### config.mk
export PLATFORM = sky130hd
export DESIGN_NAME = adc_ch_averager
export DESIGN_NICKNAME = d
export VERILOG_FILES = /design/src/rtl/adc_ch_averager_pkg.sv /design/src/rtl/adc_ch_averager_acc.sv /design/src/rtl/adc_ch_averager.sv
export SDC_FILE = /design/constraint.sdc
export NUM_CORES = 1
export LEC_CHECK = 0
export BUFFER_PORTS_ARGS = -buffer_cell sky130_fd_sc_hd__buf_2
export CAP_MARGIN = 20
export CORE_MARGIN = 2
export CORE_UTILIZATION = 52
export CTS_CLUSTER_DIAMETER = 150
export DETAILED_ROUTE_END_ITERATION = 12
export GPL_TIMING_DRIVEN = 0
export MAX_ROUTING_LAYER = met4
export PLACE_DENSITY = 0.73
export SYNTH_ARGS = -nofsm -noshare
export SYNTH_HDL_FRONTEND = slang
export SYNTH_SLANG_ARGS = --single-unit
### constraint.sdc
create_clock -name clk -period 6.8 [get_ports clk]
set_input_delay 0 -clock clk [delete_from_list [all_inputs] [get_ports clk]]
set_output_delay 0 -clock clk [all_outputs]
set_load 0.02 [all_outputs]
### src/rtl/adc_ch_averager_pkg.sv
// Shared constants, output FSM encoding and helpers for the per-channel ADC averager.
// Every averager source file imports this package.
package adc_ch_averager_pkg;

  localparam int ADC_DW       = 10;
  localparam int ADC_CH_W     = 3;
  localparam int ADC_MAX_LOG2 = 4;
  localparam int ADC_LOG2_W   = 3;

  typedef enum logic {
    EMPTY = 1'b0,
    FULL  = 1'b1
  } out_state_e;

  // Requested depths beyond the accumulator's headroom saturate at max_log2.
  function automatic logic [ADC_LOG2_W-1:0] clamp_log2(input logic [ADC_LOG2_W-1:0] req,
                                                       input int max_log2);
    if (int'(req) > max_log2) begin
      return ADC_LOG2_W'(max_log2);
    end
    return req;
  endfunction

endpackage

### src/rtl/adc_ch_averager_acc.sv
// One channel's running sum and sample counter. The module signals done on the last sample
// of a window. It produces the truncated mean and restarts in the same cycle.
module adc_ch_acc
  import adc_ch_averager_pkg::*;
#(
  parameter int DW       = ADC_DW,
  parameter int MAX_LOG2 = ADC_MAX_LOG2
) (
  input  logic                  clk,
  input  logic                  rst_n,
  input  logic                  clr_i,
  input  logic                  add_i,
  input  logic [DW-1:0]         data_i,
  input  logic [ADC_LOG2_W-1:0] n_i,
  output logic                  done_o,
  output logic [DW-1:0]         result_o
);

  localparam int ACC_W = DW + MAX_LOG2;
  localparam int CNT_W = MAX_LOG2;

  logic [ACC_W-1:0] acc_q, acc_d;
  logic [CNT_W-1:0] cnt_q, cnt_d;
  logic [ACC_W-1:0] sum;
  logic [CNT_W-1:0] cnt_last;

  assign sum      = acc_q + ACC_W'(data_i);
  assign cnt_last = CNT_W'((32'd1 << n_i) - 32'd1);
  assign done_o   = add_i && (cnt_q == cnt_last);
  assign result_o = DW'(sum >> n_i);

  always_comb begin
    acc_d = acc_q;
    cnt_d = cnt_q;
    if (clr_i) begin
      acc_d = '0;
      cnt_d = '0;
    end else if (add_i) begin
      if (done_o) begin
        acc_d = '0;
        cnt_d = '0;
      end else begin
        acc_d = sum;
        cnt_d = cnt_q + 1'b1;
      end
    end
  end

  always_ff @(posedge clk or negedge rst_n) begin
    if (!rst_n) begin
      acc_q <= '0;
      cnt_q <= '0;
    end else begin
      acc_q <= acc_d;
      cnt_q <= cnt_d;
    end
  end

endmodule

### src/rtl/adc_ch_averager.sv
// Per-channel ADC result averager. Stage 1 captures the conversion result.
// Stage 2 accumulates the sample and, when a window completes, loads a valid/ready output
// register with window flags and sticky alarm/overrun status.
module adc_ch_averager
  import adc_ch_averager_pkg::*;
#(
  parameter int DW       = ADC_DW,
  parameter int CH_W     = ADC_CH_W,
  parameter int MAX_LOG2 = ADC_MAX_LOG2
) (
  input  logic                  clk,
  input  logic                  rst_n,
  input  logic                  en,
  input  logic [ADC_LOG2_W-1:0] avg_log2,
  input  logic                  in_valid,
  input  logic [DW-1:0]         in_data,
  input  logic [CH_W-1:0]       in_ch,
  input  logic [DW-1:0]         win_lo,
  input  logic [DW-1:0]         win_hi,
  output logic                  out_valid,
  input  logic                  out_ready,
  output logic [DW-1:0]         out_data,
  output logic [CH_W-1:0]       out_ch,
  output logic                  out_below,
  output logic                  out_above,
  output logic [2**CH_W-1:0]    win_alarm,
  input  logic [2**CH_W-1:0]    alarm_clr,
  output logic                  overrun,
  input  logic                  overrun_clr
);

  localparam int NCH = 2 ** CH_W;

  logic                  s1_valid_q, s1_valid_d;
  logic [DW-1:0]         s1_data_q, s1_data_d;
  logic [CH_W-1:0]       s1_ch_q, s1_ch_d;
  logic [ADC_LOG2_W-1:0] n_eff;

  logic [NCH-1:0]        ch_done;
  logic [DW-1:0]         ch_result [NCH];

  logic                  res_valid;
  logic [DW-1:0]         res_data;
  logic                  res_below, res_above;

  out_state_e            state_q, state_d;
  logic                  load, drop;
  logic [DW-1:0]         out_data_q, out_data_d;
  logic [CH_W-1:0]       out_ch_q, out_ch_d;
  logic                  out_below_q, out_below_d;
  logic                  out_above_q, out_above_d;

  logic [NCH-1:0]        alarm_q, alarm_d, alarm_set;
  logic                  overrun_q, overrun_d;

  assign n_eff = clamp_log2(avg_log2, MAX_LOG2);

  // Stage 1: capture a result only while enabled. Dropping en also discards a staged sample.
  always_comb begin
    s1_valid_d = in_valid && en;
    s1_data_d  = s1_data_q;
    s1_ch_d    = s1_ch_q;
    if (in_valid && en) begin
      s1_data_d = in_data;
      s1_ch_d   = in_ch;
    end
  end

  always_ff @(posedge clk or negedge rst_n) begin
    if (!rst_n) begin
      s1_valid_q <= 1'b0;
      s1_data_q  <= '0;
      s1_ch_q    <= '0;
    end else begin
      s1_valid_q <= s1_valid_d;
      s1_data_q  <= s1_data_d;
      s1_ch_q    <= s1_ch_d;
    end
  end

  for (genvar i = 0; i < NCH; i++) begin : g_ch
    adc_ch_acc #(
      .DW       (DW),
      .MAX_LOG2 (MAX_LOG2)
    ) u_acc (
      .clk      (clk),
      .rst_n    (rst_n),
      .clr_i    (!en),
      .add_i    (s1_valid_q && en && (s1_ch_q == CH_W'(i))),
      .data_i   (s1_data_q),
      .n_i      (n_eff),
      .done_o   (ch_done[i]),
      .result_o (ch_result[i])
    );
  end

  // Only the staged channel can complete a window, so its lane supplies the result.
  assign res_valid = ch_done[s1_ch_q];
  assign res_data  = ch_result[s1_ch_q];
  assign res_below = res_data < win_lo;
  assign res_above = res_data > win_hi;

  always_comb begin
    state_d = state_q;
    load    = 1'b0;
    drop    = 1'b0;
    unique case (state_q)
      EMPTY: begin
        if (res_valid) begin
          load    = 1'b1;
          state_d = FULL;
        end
      end
      FULL: begin
        if (out_ready) begin
          load    = res_valid;
          state_d = res_valid ? FULL : EMPTY;
        end else begin
          drop = res_valid;
        end
      end
      default: state_d = EMPTY;
    endcase
  end

  always_comb begin
    out_data_d  = out_data_q;
    out_ch_d    = out_ch_q;
    out_below_d = out_below_q;
    out_above_d = out_above_q;
    alarm_set   = '0;
    if (load) begin
      out_data_d  = res_data;
      out_ch_d    = s1_ch_q;
      out_below_d = res_below;
      out_above_d = res_above;
      if (res_below || res_above) begin
        alarm_set = NCH'(1) << s1_ch_q;
      end
    end
  end

  // A new event wins over a clear that arrives in the same cycle.
  assign alarm_d   = (alarm_q & ~alarm_clr) | alarm_set;
  assign overrun_d = (overrun_q & ~overrun_clr) | drop;

  always_ff @(posedge clk or negedge rst_n) begin
    if (!rst_n) begin
      state_q     <= EMPTY;
      out_data_q  <= '0;
      out_ch_q    <= '0;
      out_below_q <= 1'b0;
      out_above_q <= 1'b0;
      alarm_q     <= '0;
      overrun_q   <= 1'b0;
    end else begin
      state_q     <= state_d;
      out_data_q  <= out_data_d;
      out_ch_q    <= out_ch_d;
      out_below_q <= out_below_d;
      out_above_q <= out_above_d;
      alarm_q     <= alarm_d;
      overrun_q   <= overrun_d;
    end
  end

  assign out_valid = (state_q == FULL);
  assign out_data  = out_data_q;
  assign out_ch    = out_ch_q;
  assign out_below = out_below_q;
  assign out_above = out_above_q;
  assign win_alarm = alarm_q;
  assign overrun   = overrun_q;

endmodule

## Yosys cells after proc, flatten, opt, wreduce, memory -nomap -nowiden

Index checks and enable logic that the tools add are counted.

- Flip-flop bits (word level): 183
- Word-level logic and storage cells: 174

- Equality and inequality tests: 23
- Muxes and demuxes: 65
- $add $sub $neg: 17
- Shift-type cells: 10
- $lt $le $gt $ge: 5
- Bitwise gates (word level): 8
- Reductions and logical operators: 20

Operator list:

| cell | number |
|---|---|
| $mux 14 | 24 |
| $add 14x10->14 | 8 |
| $shr 14x3->10 | 8 |
| $mux 4 | 24 |
| $add 4x1->4 const B | 8 |
| $eq 4x4->1 | 8 |
| $bmux 10 s3 | 1 |
| $mux 10 | 2 |
| $logic_and 1x1->1 | 18 |
| $mux 8 | 2 |
| $ne 2x1->1 const B | 8 |
| $eq 3x3->1 const B | 4 |
| $gt 10x10->1 | 1 |
| $lt 10x10->1 | 1 |
| $and 8x8->8 | 1 |
| $not 8->8 | 1 |
| $or 8x8->8 | 1 |
| $shl 1x3->8 const A | 1 |
| $mux 1 | 7 |
| $eq 3x2->1 const B | 2 |
| $mux 3 | 2 |
| $ge 4x4->1 const B | 1 |
| $lt 3x4->1 const B | 1 |
| $not 3->4 | 1 |
| other kinds (11) | 13 |

## Longest topological paths before layout

- Word-level depth: 13
- Mapped depth: 24
- Depth with buffers taken out: 23

## Hierarchy

From an unflattened synthesis, not the netlist that was laid out.

- Cell total of the unflattened synthesis: 2144
- Area, all modules: 18375.1 um2

Modules (own cells, without submodules):

| module | seq. area each (um2) | times used | area each (um2) | cells each |
|---|---|---|---|---|
| adc_ch_acc at g_ch[0].u_acc ... | 450.4 | 6 | 1899.3 | 231 |
| adc_ch_averager | 975.9 | 1 | 2906.5 | 244 |
| adc_ch_acc at g_ch[6].u_acc | 450.4 | 1 | 2057.0 | 262 |
| adc_ch_acc at g_ch[7].u_acc | 450.4 | 1 | 2015.7 | 252 |

## Worst setup path before layout

Ideal clock, no wire load.

- Path kind: register to register
- Start point: register s1_data_q[1]
- End point: register alarm_q[0], in the netlist win_alarm[0]
- Stages on the path, launching flop included: 22
- Buffers on the path: 0
- Required time: 6661 ps
- Library setup time: 139 ps
- Clock period less this slack: 4769 ps
- Setup slack: 2031 ps
- Data arrival time: 4630 ps
- Path through: dfrtp_1 inv_1 fa_1 nand2b_1 a211o_1 and2_1 xnor2_1 mux2_2 mux4_2 nand2_1 a32oi_1 ha_1 nor2b_1 o21a_1 o21ai_0 nand2b_1 a211oi_1 o31ai_1 a21oi_1 nor3_4 nor2_4 o32ai_2

- Longest elaborated chain between the ends: 10
- Elaborated cells on any way between the ends: 25

Ends and longest elaborated chain:

| what | line | source |
|---|---|---|
| from (decl) | adc_ch_averager.sv:35 | `logic [DW-1:0] s1_data_q, s1_data_d;` |
| from (signal assigned) | adc_ch_averager.sv:76 | `s1_data_q <= s1_data_d;` |
| $add 14x10->14 | adc_ch_averager_acc.sv:27 | `assign sum = acc_q + ACC_W'(data_i);` |
| $shr 14x3->10 | adc_ch_averager_acc.sv:30 | `assign result_o = DW'(sum >> n_i);` |
| $bmux 10 s3 * | adc_ch_averager.sv:99 | `assign res_data = ch_result[s1_ch_q];` |
| $mux 10 (implied by the code) * (2 in series) | adc_ch_averager.sv:99 |  |
| net res_data[1] | adc_ch_averager.sv:43 | `logic [DW-1:0] res_data;` |
| $lt 10x10->1 or $gt 10x10->1 (tied branches) | adc_ch_averager.sv:100, adc_ch_averager.sv:101 |  |
| $logic_or 1x1->1 * | adc_ch_averager.sv:137 | `if (res_below \|\| res_above) begin` |
| $mux 8 * | adc_ch_averager.sv:137 |  |
| $mux 8 * | adc_ch_averager.sv:132 | `if (load) begin` |
| $or 8x8->8 * | adc_ch_averager.sv:144 | `assign alarm_d = (alarm_q & ~alarm_clr) \| alarm_set;` |
| net alarm_d[0] | adc_ch_averager.sv:53 | `logic [NCH-1:0] alarm_q, alarm_d, alarm_set;` |
| to (signal assigned) | adc_ch_averager.sv:162 | `alarm_q <= alarm_d;` |
| to (decl) | adc_ch_averager.sv:53 |  |

The timed path passes the listed nets; every way through them passes the cells marked *. The select of a mux whose other input is x is not followed.
A chain may end at the register's enable or synchronous reset.

## Worst setup path in the final report

- Start point: register s1_data_q[0]
- End point: register alarm_q[0], in the netlist win_alarm[0]

Same word-level chain as after synthesis.

==> key figures <==
Outcome
  • Outcome: finished clean

Logic synthesis
  • Share of the synthesized area in the top cell type: between 20% and 30%
  • Commonest cells post-synth: nand2_1, o21ai_0, dfrtp_1, nor2_1, a21oi_1
  • Top-count cell post-synth: nand2_1
  • Syn Nets: roughly 2200
  • Most common flop cell mapped by yosys: dfrtp_1
  • Cells after Synth: about 2000
  • Yosys top cell by area: dfrtp_1
  • Largest cells by area after synthesis: dfrtp_1, ha_1, o21ai_0, nand2_1, a21oi_1
  • Post-synth cell types: a little under 100
  • Yosys warns: 0
  • Seq/Total Area, Yosys: 28.1%
  • Mapped Area: between 15000 and 20000 um^2
  • Ys async rst share: 100%
  • Mean Syn Cell Area: a little over 8 um^2
  • Flops & latches, synth: between 150 and 200
  • Count of flip-flops with a built-in enable after synthesis: 0

Finish
  • Layout cell share with drive strength beyond 1: 10.3%
  • Final net count: 2302
  • Fin util: around three fifths
  • P&R area growth vs syn: 11.2%
  • Fill cells: ~2700

Power and ir drop
  • LEAKAGE: slightly above 8 nW
  • PwrDens: 205 nW/um^2
  • Worst VDD drop: approximately 0.00022 V

STA
  • Slew margin rel.: 17.4%
  • Fmax: between 150 and 200 MHz
  • Worst slew pin tran: 1230 ps
  • Final setup viols: 0
  • RSZ-0062 raised after global routing: false
  • Final worst slack: between 200 and 300 ps
  • Setup TNS: 0 ps
  • Final worst-path cycle share: between 90% and 100%
  • Final Hold Viols: 0
  • Final min period: between 6000 and 7000 ps
  • Clock skew: between 15 and 20 ps
  • Fin. max-slew vios: 0

Clock tree
  • Clock transition at path regs: ~70 ps
  • H-Tree Depth: 4
  • CTS buffer count: 17
  • Longest Clk Path Bufs: 2
  • CTS Root Cell: clkbuf_16
  • Clock Latency Late Sink: approximately 480 ps
  • # clock sinks: 183
  • TritonCTS clock tree: built

Drt
  • Post-Route WL: about 76000 um
  • Wire length per cell: ~30 um
  • Routed Antenna Nets: 0
  • Via count: ~18000
  • Residual DRC count: 0
  • First drt pass iteration count: 6
  • DR iter-0 viols: between 2000 and 2500
  • Vias per std cell: just over 7

Floorplan
  • Row cnt: 64
  • CORE AREA: roughly 30000 um^2
  • Die Height: 181 um
  • Io pins: 75
  • Die W: 181 um
  • Die ar.: between 30000 and 40000 um^2
  • Starting Density: a little over half

Place
  • Dpl ws: roughly 4.0 ps
  • DP HPWL: between 50000 and 60000 um
  • Final GP Congestion: around 1.2
  • IO buf count: 74

GRT
  • Grt total ovfl: 0
  • Total GRT Usage: a little under half
  • Pin count of the biggest net entering global routing: 96
  • Initial antenna violation count: 2
  • First-pass GRT wire length: about 110000 um
  • Vias in the first global route: between 15000 and 20000

Critical path
  • Critical path class: register to register
  • Worst Setup Start Kind: register
  • Crit path max fanout: 9
  • Arr. time, crit path: 6900 ps
  • WP data required: between 7000 and 8000 ps
  • Worst Setup End Kind: register

Min path
  • Worst hold path type: primary input to asynchronous set/reset pin

Flow run
  • Max Cap Viol: 0
## power by group
part	leakage (nW)	switching, mW	internal [mW]
logic	5.43	1.01	0.447
registers	2.52	0.102	1.13
clock network	0.274	0.481	0.554
total	8.23	1.59	2.13
## area by class of cell
type | count | area (um^2) | share of cell area, %
Multi-Input combinational cell | 1639 | 10900 | 60.4
Clock buffer | 19 | 443 | 2.44
Clock inverter | 12 | 141 | 0.780
Sequential cell | 183 | 4580 | 25.3
Tap cell | 396 | 495 | 2.73
Timing Repair Buffer | 112 | 742 | 4.09
Antenna cell | 2 | 5.00 | 0.0276
Inverter | 73 | 278 | 1.53
Buffer | 111 | 499 | 2.75
## per-layer routing
layer / wire (um) / vias to the layer above / GRT usage (%) / part of all wire, %
met5: 0 / - / - / 0
met4: 5850 / 0 / 31.1 / 7.7
met3: 8620 / 363 / 11.6 / 11
met2: 32700 / 1361 / 70.2 / 43
met1: 29100 / 8898 / 58.0 / 38
li1: - / 7759 / - / -
## cells by family (layout without fill, tap and decap cells)
group | count (synthesis) | count (layout) | share of synthesized area (%)
buffers and inverters | 184 | 327 | 4.75
DFF | 183 | 183 | 28.1
xor gates and xnor gates | 91 | 91 | 4.94
AOI/OAI and AO/OA | 727 | 727 | 30.7
and+or+nand+nor | 653 | 653 | 18.8
muxes | 50 | 50 | 3.33
adders and majority gates | 118 | 118 | 9.38
other | 0 | 2 | 0
## cells in the final DEF (no fill, tap or decap), types with 40 or more instances in the layout
cell type    n
o21ai_0    194
inv_1       70
nor3_1      40
a22o_1      57
clkbuf_1    67
dfrtp_1    182
nor2_1     136
nand2_1    258
a21o_1      40
ha_1       107
buf_2      106
a21oi_1    132
xor2_1      52
nand3_1     45
## worst paths after layout
kind,slack [ps],start,depth (start not counted),to
max in group asynchronous,5740,rst_n,3,g_ch[5].u_acc.acc_q[3]
worst min-delay path,130,rst_n,2,g_ch[0].u_acc.acc_q[6]
worst min register to register,490,g_ch[0].u_acc.acc_q[4],2,g_ch[0].u_acc.acc_q[4]
worst max register to register,270,s1_data_q[0],21,win_alarm[0]
min in group clk,140,win_lo[9],5,out_below
worst max-delay path,270,s1_data_q[0],21,win_alarm[0]
## flip-flops by register name (all words and copies together) (netlist names), 3 cells and up
| register | cells |
|---|---|
| out_data | 10 |
| win_alarm | 8 |
| g_ch.u_acc.acc_q | 112 |
| out_ch | 3 |
| s1_data_q | 10 |
| g_ch.u_acc.cnt_q | 32 |
| s1_ch_q | 3 |
## worst max-delay path: stages (launching register included)
cell	delay [ps]
dfrtp_1	990
ha_1	350
inv_1	60
fa_1	390
nand2b_1	180
a21oi_1	260
nor3_1	90
a21oi_1	150
xor2_1	780
o22ai_1	190
a31o_2	280
nor4_1	670
a311o_1	370
ha_1	310
a21o_1	160
a21oi_1	130
o21ai_0	110
a21oi_1	190
nor2b_1	100
a2111oi_4	290
nor2_4	140
o32ai_2	220
## through the flow
| step | instances | total power [mW] | hold slack (ps) | area [um^2] |
|---|---|---|---|---|
| after floorplan | 2006 | 2.03 | -296 | 16300 |
| after global placement | 2476 | 2.56 | 185 | 17200 |
| after detailed placement | 2483 | 2.59 | 50.4 | 17200 |
| after CTS | 2543 | 3.63 | 131 | 18100 |
| after global routing | 2546 | 3.81 | 163 | 18100 |
| final | 2547 | 3.72 | 125 | 18100 |
## repair_timing
| item | in CTS | in global routing |
|---|---|---|
| setup buffers | 3 | 0 |
| setup endpoints to repair | 3 | 7 |
| resized for setup | 1 | 1 |
| hold endpoints to repair | 111 | 0 |
| hold buffers | 26 | 0 |
Power figures use the tool's default switching activity.
